$ cat src/rtl/mem_arbiter_if.sv
// Signal bundle around mem_arbiter: icache and dcache miss ports plus the data-memory port.
// The slave modport is the arbiter's view; master is the caches/memory environment.
interface mem_arbiter_if #(
  parameter int ADDR_W = 28,
  parameter int LINE_W = 128
);
  logic              i_req;
  logic [ADDR_W-1:0] i_addr;
  logic              i_ready;
  logic [LINE_W-1:0] i_line;
  logic              d_rd;
  logic              d_wr;
  logic [ADDR_W-1:0] d_addr;
  logic [LINE_W-1:0] d_wdata;
  logic              d_ready;
  logic [LINE_W-1:0] d_line;
  logic [ADDR_W-1:0] mem_addr;
  logic [LINE_W-1:0] mem_wdata;
  logic              mem_read;
  logic              mem_write;
  logic              mem_ready;
  logic [LINE_W-1:0] mem_rdata;
  logic              timeout;
  logic              err;

  modport slave (
    input  i_req, i_addr, d_rd, d_wr, d_addr, d_wdata, mem_ready, mem_rdata,
    output i_ready, i_line, d_ready, d_line, mem_addr, mem_wdata, mem_read, mem_write,
           timeout, err
  );

  modport master (
    output i_req, i_addr, d_rd, d_wr, d_addr, d_wdata, mem_ready, mem_rdata,
    input  i_ready, i_line, d_ready, d_line, mem_addr, mem_wdata, mem_read, mem_write,
           timeout, err
  );
endinterface

$ cat src/rtl/mem_arbiter.sv
// Round-robin arbiter sharing one line-wide data memory between icache reads and dcache
// reads/write-backs; every transaction runs IDLE -> BUSY -> RELEASE with a bounded wait.
module mem_arbiter #(
  parameter int ADDR_W  = 28,
  parameter int LINE_W  = 128,
  parameter int TIMEOUT = 64
) (
  input logic          clk,
  input logic          rst,
  mem_arbiter_if.slave bus
);
  localparam int CNT_W = $clog2(TIMEOUT);

  typedef enum logic [1:0] {S_IDLE, S_BUSY, S_RELEASE} state_e;
  typedef enum logic {OWN_I, OWN_D} owner_e;

  state_e            state_q, state_d;
  owner_e            owner_q, owner_d, last_q, last_d;
  logic [CNT_W-1:0]  cnt_q, cnt_d;
  logic [ADDR_W-1:0] addr_q, addr_d;
  logic [LINE_W-1:0] wdata_q, wdata_d, i_line_q, i_line_d, d_line_q, d_line_d;
  logic              rd_q, rd_d, wr_q, wr_d;
  logic              i_rdy_q, i_rdy_d, d_rdy_q, d_rdy_d;
  logic              to_q, to_d, err_q, err_d;
  logic              d_pend, d_wins, done;

  assign d_pend = bus.d_rd | bus.d_wr;
  // On a tie the requester that did not win last time goes first.
  assign d_wins = d_pend & (~bus.i_req | (last_q == OWN_I));

  always_comb begin
    // NOTE: every variable gets a default before the case so no path leaves it unassigned,
    // which would otherwise infer a latch.
    state_d  = state_q;
    owner_d  = owner_q;
    last_d   = last_q;
    cnt_d    = cnt_q;
    addr_d   = addr_q;
    wdata_d  = wdata_q;
    rd_d     = rd_q;
    wr_d     = wr_q;
    i_line_d = i_line_q;
    d_line_d = d_line_q;
    i_rdy_d  = 1'b0;
    d_rdy_d  = 1'b0;
    to_d     = 1'b0;
    err_d    = err_q;
    done     = 1'b0;

    unique case (state_q)
      S_IDLE: begin
        if (bus.i_req || d_pend) begin
          state_d = S_BUSY;
          cnt_d   = '0;
          wdata_d = bus.d_wdata;
          if (d_wins) begin
            owner_d = OWN_D;
            last_d  = OWN_D;
            addr_d  = bus.d_addr;
            wr_d    = bus.d_wr;
            rd_d    = ~bus.d_wr;  // simultaneous rd+wr is performed as a write
            err_d   = err_q | (bus.d_rd & bus.d_wr);
          end else begin
            owner_d = OWN_I;
            last_d  = OWN_I;
            addr_d  = bus.i_addr;
            rd_d    = 1'b1;
            wr_d    = 1'b0;
          end
        end
      end

      S_BUSY: begin
        cnt_d = cnt_q + CNT_W'(1);
        if (bus.mem_ready) begin
          done = 1'b1;
          if (rd_q && owner_q == OWN_I) i_line_d = bus.mem_rdata;
          if (rd_q && owner_q == OWN_D) d_line_d = bus.mem_rdata;
        end else if (cnt_q == CNT_W'(TIMEOUT - 1)) begin
          // Abort: owner still gets its ready pulse, line register keeps its old value.
          done  = 1'b1;
          to_d  = 1'b1;
          err_d = 1'b1;
        end
        if (done) begin
          rd_d    = 1'b0;
          wr_d    = 1'b0;
          i_rdy_d = (owner_q == OWN_I);
          d_rdy_d = (owner_q == OWN_D);
          state_d = S_RELEASE;
        end
      end

      S_RELEASE: state_d = S_IDLE;

      default: state_d = S_IDLE;
    endcase
  end

  // NOTE: sequential state uses non-blocking assignments so every flop samples the
  // pre-edge values regardless of statement order.
  always_ff @(posedge clk or posedge rst) begin
    if (rst) begin
      state_q  <= S_IDLE;
      owner_q  <= OWN_I;
      last_q   <= OWN_I;
      cnt_q    <= '0;
      addr_q   <= '0;
      wdata_q  <= '0;
      rd_q     <= 1'b0;
      wr_q     <= 1'b0;
      i_line_q <= '0;
      d_line_q <= '0;
      i_rdy_q  <= 1'b0;
      d_rdy_q  <= 1'b0;
      to_q     <= 1'b0;
      err_q    <= 1'b0;
    end else begin
      state_q  <= state_d;
      owner_q  <= owner_d;
      last_q   <= last_d;
      cnt_q    <= cnt_d;
      addr_q   <= addr_d;
      wdata_q  <= wdata_d;
      rd_q     <= rd_d;
      wr_q     <= wr_d;
      i_line_q <= i_line_d;
      d_line_q <= d_line_d;
      i_rdy_q  <= i_rdy_d;
      d_rdy_q  <= d_rdy_d;
      to_q     <= to_d;
      err_q    <= err_d;
    end
  end

  assign bus.mem_addr  = addr_q;
  assign bus.mem_wdata = wdata_q;
  assign bus.mem_read  = rd_q;
  assign bus.mem_write = wr_q;
  assign bus.i_ready   = i_rdy_q;
  assign bus.i_line    = i_line_q;
  assign bus.d_ready   = d_rdy_q;
  assign bus.d_line    = d_line_q;
  assign bus.timeout   = to_q;
  assign bus.err       = err_q;
endmodule

$ cat src/flat_wrapper.sv
// flat-port wrapper written by rule: the top's interface ports become plain ports
module mem_arbiter_flat 
#(
  parameter int ADDR_W  = 28,
  parameter int LINE_W  = 128,
  parameter int TIMEOUT = 64
)
  (clk, rst, bus_i_req, bus_i_addr, bus_d_rd, bus_d_wr, bus_d_addr, bus_d_wdata, bus_mem_ready, bus_mem_rdata, bus_i_ready, bus_i_line, bus_d_ready, bus_d_line, bus_mem_addr, bus_mem_wdata, bus_mem_read, bus_mem_write, bus_timeout, bus_err);
  mem_arbiter_if #(.ADDR_W(ADDR_W), .LINE_W(LINE_W)) bus_i ();
  input logic clk;
  input logic rst;
  input wire logic [$bits(bus_i.i_req)-1:0] bus_i_req;
  input wire logic [$bits(bus_i.i_addr)-1:0] bus_i_addr;
  input wire logic [$bits(bus_i.d_rd)-1:0] bus_d_rd;
  input wire logic [$bits(bus_i.d_wr)-1:0] bus_d_wr;
  input wire logic [$bits(bus_i.d_addr)-1:0] bus_d_addr;
  input wire logic [$bits(bus_i.d_wdata)-1:0] bus_d_wdata;
  input wire logic [$bits(bus_i.mem_ready)-1:0] bus_mem_ready;
  input wire logic [$bits(bus_i.mem_rdata)-1:0] bus_mem_rdata;
  output wire logic [$bits(bus_i.i_ready)-1:0] bus_i_ready;
  output wire logic [$bits(bus_i.i_line)-1:0] bus_i_line;
  output wire logic [$bits(bus_i.d_ready)-1:0] bus_d_ready;
  output wire logic [$bits(bus_i.d_line)-1:0] bus_d_line;
  output wire logic [$bits(bus_i.mem_addr)-1:0] bus_mem_addr;
  output wire logic [$bits(bus_i.mem_wdata)-1:0] bus_mem_wdata;
  output wire logic [$bits(bus_i.mem_read)-1:0] bus_mem_read;
  output wire logic [$bits(bus_i.mem_write)-1:0] bus_mem_write;
  output wire logic [$bits(bus_i.timeout)-1:0] bus_timeout;
  output wire logic [$bits(bus_i.err)-1:0] bus_err;
  assign bus_i.i_req = bus_i_req;
  assign bus_i.i_addr = bus_i_addr;
  assign bus_i.d_rd = bus_d_rd;
  assign bus_i.d_wr = bus_d_wr;
  assign bus_i.d_addr = bus_d_addr;
  assign bus_i.d_wdata = bus_d_wdata;
  assign bus_i.mem_ready = bus_mem_ready;
  assign bus_i.mem_rdata = bus_mem_rdata;
  assign bus_i_ready = bus_i.i_ready;
  assign bus_i_line = bus_i.i_line;
  assign bus_d_ready = bus_i.d_ready;
  assign bus_d_line = bus_i.d_line;
  assign bus_mem_addr = bus_i.mem_addr;
  assign bus_mem_wdata = bus_i.mem_wdata;
  assign bus_mem_read = bus_i.mem_read;
  assign bus_mem_write = bus_i.mem_write;
  assign bus_timeout = bus_i.timeout;
  assign bus_err = bus_i.err;
  mem_arbiter #(.ADDR_W(ADDR_W), .LINE_W(LINE_W), .TIMEOUT(TIMEOUT)) u_core (.clk(clk), .rst(rst), .bus(bus_i));
endmodule
$ cat config.mk
export PLATFORM = sky130hd
export DESIGN_NAME = mem_arbiter_flat
export DESIGN_NICKNAME = d
export VERILOG_FILES = /design/src/rtl/mem_arbiter_if.sv /design/src/rtl/mem_arbiter.sv /design/src/flat_wrapper.sv
export SDC_FILE = /design/constraint.sdc
export NUM_CORES = 1
export LEC_CHECK = 0
export CAP_MARGIN = 20
export CELL_PAD_IN_SITES_DETAIL_PLACEMENT = 1
export CELL_PAD_IN_SITES_GLOBAL_PLACEMENT = 2
export CORE_AREA = 2 2 286 288
export CTS_CLUSTER_DIAMETER = 200
export DETAILED_ROUTE_END_ITERATION = 12
export DIE_AREA = 0 0 288 290
export HOLD_SLACK_MARGIN = 0.02
export PLACE_DENSITY = 0.71
export SYNTH_ARGS = -nofsm -noshare
export SYNTH_HDL_FRONTEND = slang
export SYNTH_SLANG_ARGS = --single-unit
export TNS_END_PERCENT = 1
$ cat constraint.sdc
create_clock -name clk -period 14.1 [get_ports clk]
set_clock_uncertainty 0.2 [all_clocks]
set_input_delay 2.115 -clock clk [delete_from_list [all_inputs] [get_ports clk]]
set_output_delay 2.115 -clock clk [all_outputs]
set_load 0.01 [all_outputs]
==> impl_metrics.csv, run 1 <==
group,metric,value,unit
clock_network,clkTransAtPathRegs,0.06,ns
logic_synthesis,ys_seq_area_share,64.1,%
grt,antenna_found_initial,1,
power,p_per_area,236,nW/um2
logic_synthesis,synth_compound_gate_area_share,2.52,%
flow_run,maxCapViolCount,0,
clock_network,cts_resized,0,
sta,tns,0,ns
routing,drt-initial-drc-count,323,
sta,setup_viol,0,
logic_synthesis,synth.distinct_cells,38,
sta,period_share,38.1,%
clock_network,post-cts-setup-buffer-count,0,
routing,ant_nets,0,
power,clkPwrFrac,21.7,%
logic_synthesis,synth-main-ff-cell,"dfrtp_1",
logic_synthesis,synth.most_common_cell,"dfrtp_1",
finish,drive_gt1_share,26.3,%
logic_synthesis,synthArstFlopShare,100,%
logic_synthesis,synth_edf_count,0,
placed_design,io_buffers,735,
clock_network,cts.path.max_buffers,3,
clock_network,cts_root_buf,"clkbuf_16",
floorplan,io_pins,736,
sta,fmaxAchievable,0.186,GHz
logic_synthesis,synth_seq_cells,427,
routing,wirelength,56900,um
floorplan,fp.dieH,290,um
worst_setup_path,rrSetupSlack,9.99,ns
grt,grtUsageTotal,13.3,%
logic_synthesis,synth_top_family_by_area,"multiplexers",
sta,hold_viol,0,
logic_synthesis,netlist_top_cells_count,"dfrtp_1 (427), mux2_2 (264), mux2_4 (100)",
logic_synthesis,synth_fa_ha_area_share,0.0751,%
logic_synthesis,avgSynthCellArea,16.7,um2
floorplan,core,80200,um2
power,comb_power_share,43.8,%
floorplan,dieWidth,288,um
logic_synthesis,yosys-top-cells-area,"dfrtp_1 (64%), mux2_2 (18%), mux2_4 (9.0%), o21ai_0 (1.8%), mux2i_1 (1.7%)",
sta,slew_viol_final,0,
grt,grt_pass1_vias,13149,
routing,via_count,11435,
hold_path,min_delay_path_depth,1,
clock_network,cts-htree-levels,2,
placed_design,dp_hpwl,42500,um
power,power_leakage,11.4,nW
sta,rsz0062_at_grt,"false",
sta,holdWs,0.292,ns
worst_setup_path,cp_max_fo,50,
worst_setup_path,path_class,"in2reg",
logic_synthesis,syn_inst,1000,
clock_network,cts_made_buffers,50,
finish,nets,2067,
routing,wl_per_cell,20.0,um
finish,syn2layout_area_growth,61.4,%
logic_synthesis,synth_nets,1319,
worst_setup_path,start_kind,"input pin",
sta,slew-limit-headroom,29.4,%
clock_network,clock_latency,0.57,ns
routing,via_per_inst,4.02,
logic_synthesis,synth_top_area_share,64.1,%
power,power.total,6.36,mW
power,seqPwrFrac,34.5,%
hold_path,hp-class,"reg2reg",
power,vdd_drop_max,0.112,mV
worst_setup_path,cp-end-kind,"flop",
floorplan,initial_utilization,20.8,%
worst_setup_path,cp.required,14.36,ns
placed_design,gp_congestion,0.766,
clock_network,cts_tree,"built",
grt,grt_max_degree,146,
logic_synthesis,synth_area_leader_cell,"dfrtp_1",
power,p_int,4.40,mW
worst_setup_path,r2r_cells,5,
sta,worst_slew_pin_slew,1.06,ns
logic_synthesis,yosysWarnings,0,
worst_setup_path,cp.arrival,5.63,ns
clock_network,cts_sinks,427,
clock_network,cts_hold_buf,0,
routing,first_pass_iters,4,
grt,grt_pass1_wl,85400,um
grt,gr-total-overflow,0,
logic_synthesis,yosys-mux-area-fraction,29.9,%
power,p_sw_share,30.9,%
logic_synthesis,synth-simple-area-share,0.923,%
status,status,"complete, no violations",
logic_synthesis,syn_area,16700,um2
power,p_sw,1.96,mW
floorplan,dieArea,83500,um2
sta,period_minus_slack,5.37,ns
logic_synthesis,synth_xor_xnor_area_share,0,%
floorplan,fp-row-count,104,
routing,drc,0,
-- cells by family (layout without fill, tap and decap cells) --
kind of cell / after synthesis / count (layout)
AO/OA/AOI/OAI: 77 / 77
AND/OR/NAND/NOR: 27 / 27
other: 0 / 1
flip-flops: 427 / 427
multiplexers: 412 / 412
buffers and inverters: 56 / 841
adder cells (fa/ha/maj): 1 / 1
-- cells in the final DEF (no fill, tap or decap), types with 2 or more instances in the layout --
cell	Yosys	final
a21oi_1	4	4
buf_12	0	2
buf_4	24	12
bufinv_16	0	8
clkbuf_1	9	6
clkbuf_16	0	51
clkbuf_8	0	9
clkdlybuf4s50_1	0	735
clkinv_2	0	12
clkinvlp_4	0	2
dfrtp_1	427	427
inv_6	0	2
mux2_1	20	20
mux2_2	264	264
mux2_4	100	100
mux2i_1	28	28
nand2_1	5	5
nand2b_1	2	2
nand3_1	3	3
nor2_1	5	4
nor2b_1	2	2
nor4_1	2	2
o21ai_0	61	61
o31ai_1	2	2
-- routing by layer --
layer,up-vias,wire length [um],track usage [%]
met1,5829,20400,14.0
met4,0,1530,3.96
met5,-,0,0
met2,458,29800,24.3
li1,5060,-,-
met3,88,5170,4.82
-- path summary, 6_finish.rpt --
check | start | endpoint
hold / removal | u_core.bus.d_line[0]$_DFFE_PP0P_ | u_core.bus.d_line[0]$_DFFE_PP0P_
setup / recovery | bus_d_rd | u_core.bus.mem_wdata[47]$_DFFE_PP0P_
min in group asynchronous | rst | u_core.bus.mem_addr[6]$_DFFE_PP0P_
setup reg to reg | u_core.state_q[0]$_DFFE_PP0P_ | u_core.bus.mem_wdata[47]$_DFFE_PP0P_
max in group asynchronous | rst | u_core.bus.d_line[101]$_DFFE_PP0P_
hold reg to reg | u_core.bus.d_line[0]$_DFFE_PP0P_ | u_core.bus.d_line[0]$_DFFE_PP0P_
-- power by group through the flow --
stage	clock (mW)	combinational, mW	sequential (mW)
after CTS	1.43	2.84	2.21
after global routing	1.48	2.97	2.28
after global placement	0	2.79	2.18
final	1.38	2.79	2.19
after floorplan	0	0.942	2.43
after detailed placement	0	2.83	2.21
-- state kept, by name, summed over array words and instances, names as in the netlist, 2 cells and up --
signal / flops
u_core.state_q: 2
u_core.bus.i_line: 128
u_core.bus.mem_wdata: 128
u_core.bus.mem_addr: 28
u_core.cnt_q: 6
u_core.bus.d_line: 128
-- per-stage QoR --
step / instance area (um2) / setup WS [ns] / utilization (%) / cells
6_report: 26900 / 8.73 / 33.6 / 2846
3_3_place_gp: 25100 / 8.15 / 31.3 / 2753
3_5_place_dp: 25100 / 8.04 / 31.4 / 2755
4_1_cts: 26900 / 8.71 / 33.5 / 2844
5_1_grt: 26900 / 8.48 / 33.6 / 2846
2_1_floorplan: 16700 / 6.02 / - / 1000
-- worst max-delay path, cell delays in order --
cell             delay (ns)
clkdlybuf4s50_1        0.60
nor3_2                 0.07
buf_4                  0.23
nor2_4                 0.79
buf_4                  0.65
buf_4                  0.65
mux2_2                 0.41
-- cell type report --
| class | count | area (um2) |
|---|---|---|
| timing repair buffer | 751 | 7530 |
| tap | 1060 | 1330 |
| clock buffer | 66 | 1420 |
| sequential | 427 | 10700 |
| multi-input combinational | 517 | 5610 |
| fill | 8510 | 53300 |
| clock inverter | 23 | 325 |
| antenna | 1 | 2.50 |
| inverter | 1 | 7.51 |
No activity file was read; power rests on OpenSTA's default activity.
==> run 2: changes to the inputs <==
- PLACE_DENSITY: 0.71 -> 0.68
- clock period: 14.1 -> 5 ns (I/O delays scaled with it)
==> run 2 against run 1 <==
Global-route usage rose by 0.099 points; cell count rose by 0.42%; die area unchanged; non-clock buffer count rose by 4; final area up 0.41%; clock power increased to 2.8 times the previous value; largest cell class unchanged; critical path depth decreased by 3; wire length grew 0.16%; via count is 0.36% higher; clock-buffer cell count up 8.
==> impl_metrics.csv, run 2 (synthesis results as in run 1) <==
group,metric,value,unit
routing,via_per_inst,4.02,
routing,drt-initial-drc-count,274,
routing,via_count,11476,
placed_design,io_buffers,735,
clock_network,cts-htree-levels,2,
placed_design,gp_congestion,0.744,
flow_run,maxCapViolCount,0,
routing,ant_nets,0,
finish,final_common_cell,"clkdlybuf4s50_1",
sta,rsz0062_at_grt,"false",
grt,grt_max_degree,136,
placed_design,dp_hpwl,42100,um
routing,first_pass_iters,4,
worst_setup_path,cp-end-kind,"flop",
grt,grt_pass1_vias,13068,
sta,fmaxAchievable,0.336,GHz
grt,grtUsageTotal,13.4,%
clock_network,cts_hold_buf,0,
grt,antenna_found_initial,3,
floorplan,fp-row-count,104,
clock_network,cts_resized,0,
clock_network,cts_sinks,427,
worst_setup_path,cp.arrival,3.23,ns
finish,final_cell_mix,"clkdlybuf4s50_1 (735), dfrtp_1 (427), mux2_2 (264)",
hold_path,hp-class,"reg2reg",
clock_network,clkTransAtPathRegs,0.06,ns
hold_path,min-delay-start,"u_core.bus.d_line[14]$_DFFE_PP0P_",
sta,worst_slack,2.03,ns
routing,wl_per_cell,20.0,um
sta,tns,0,ns
floorplan,core,80200,um2
routing,wirelength,57000,um
sta,slew-limit-headroom,30.1,%
worst_setup_path,cp_max_fo,46,
sta,worst_slew_pin_slew,1.05,ns
sta,period_share,59.5,%
worst_setup_path,r2r_start,"u_core.state_q[0]$_DFFE_PP0P_",
sta,holdWs,0.289,ns
power,vdd_drop_max,0.278,mV
worst_setup_path,path_class,"reg2reg",
clock_network,cts_tree,"built",
floorplan,fp.dieH,290,um
clock_network,cts_made_buffers,52,
placed_design,dp_slack,1.50,ns
clock_network,cts_root_buf,"clkbuf_16",
floorplan,io_pins,736,
routing,drc,0,
finish,drive_gt1_share,26.7,%
grt,grt_pass1_wl,85700,um
floorplan,initial_utilization,20.8,%
worst_setup_path,worstSetupStartpoint,"u_core.state_q[0]$_DFFE_PP0P_",
power,power.total,18.0,mW
sta,hold_viol,0,
power,p_per_area,665,nW/um2
clock_network,cts.path.max_buffers,3,
status,status,"complete, no violations",
clock_network,clock_latency,0.60,ns
worst_setup_path,start_kind,"flop",
floorplan,dieArea,83500,um2
sta,slew_viol_final,0,
floorplan,dieWidth,288,um
clock_network,post-cts-setup-buffer-count,0,
power,power_leakage,11.4,nW
sta,period_minus_slack,2.97,ns
sta,setup_viol,0,
finish,nets,2073,
grt,gr-total-overflow,0,
finish,syn2layout_area_growth,62.1,%
worst_setup_path,cp.required,5.26,ns
-- run 2: metal layers --
metal / vias up / GRT usage [%] / wire, um
li1: 5082 / - / -
met1: 5845 / 14.2 / 20400
met2: 455 / 24.1 / 29700
met3: 90 / 5.18 / 5310
met4: 4 / 4.18 / 1590
met5: - / 0 / 20
-- run 2: worst paths after layout --
kind,to,slack (ns),cells past startpoint
min in group asynchronous,u_core.bus.d_line[2]$_DFFE_PP0P_,0.44,2
min reg2reg,u_core.bus.d_line[14]$_DFFE_PP0P_,0.29,1
min,u_core.bus.d_line[14]$_DFFE_PP0P_,0.29,1
max in group asynchronous,u_core.bus.i_line[60]$_DFFE_PP0P_,2.92,3
max,u_core.bus.mem_wdata[44]$_DFFE_PP0P_,2.03,4
max reg2reg,u_core.bus.mem_wdata[44]$_DFFE_PP0P_,2.03,4
-- run 2: layout make-up --
class                           instances  area [um2]
Timing Repair Buffer                  755        7610
Fill cell                            8459       53100
Antenna cell                            1        2.50
Inverter                                1        7.51
Multi-Input combinational cell        517        5610
Tap cell                             1060        1330
Sequential cell                       427       10700
Clock buffer                           74        1550
Clock inverter                         23         236
-- run 2: worst max-delay path, stage by stage, from the launching register on --
cell,delay (ns)
dfrtp_1,0.46
or2_1,0.63
nor2_4,0.80
buf_12,0.34
mux2_2,0.38
-- run 2: where the power goes --
| group | total (mW) | internal [mW] | switching, mW |
|---|---|---|---|
| Combinational | 7.91 | 4.85 | 3.06 |
| Clock | 3.91 | 2.35 | 1.55 |
| Sequential | 6.15 | 5.17 | 0.972 |
| Total | 18.0 | 12.4 | 5.59 |
-- run 2: per-stage QoR --
step	area (um2)	cells	util, %
after floorplan	16700	1000	-
after global placement	25200	2759	31.5
after detailed placement	25200	2759	31.5
after CTS	27000	2856	33.7
after global routing	27000	2858	33.7
final	27000	2858	33.7
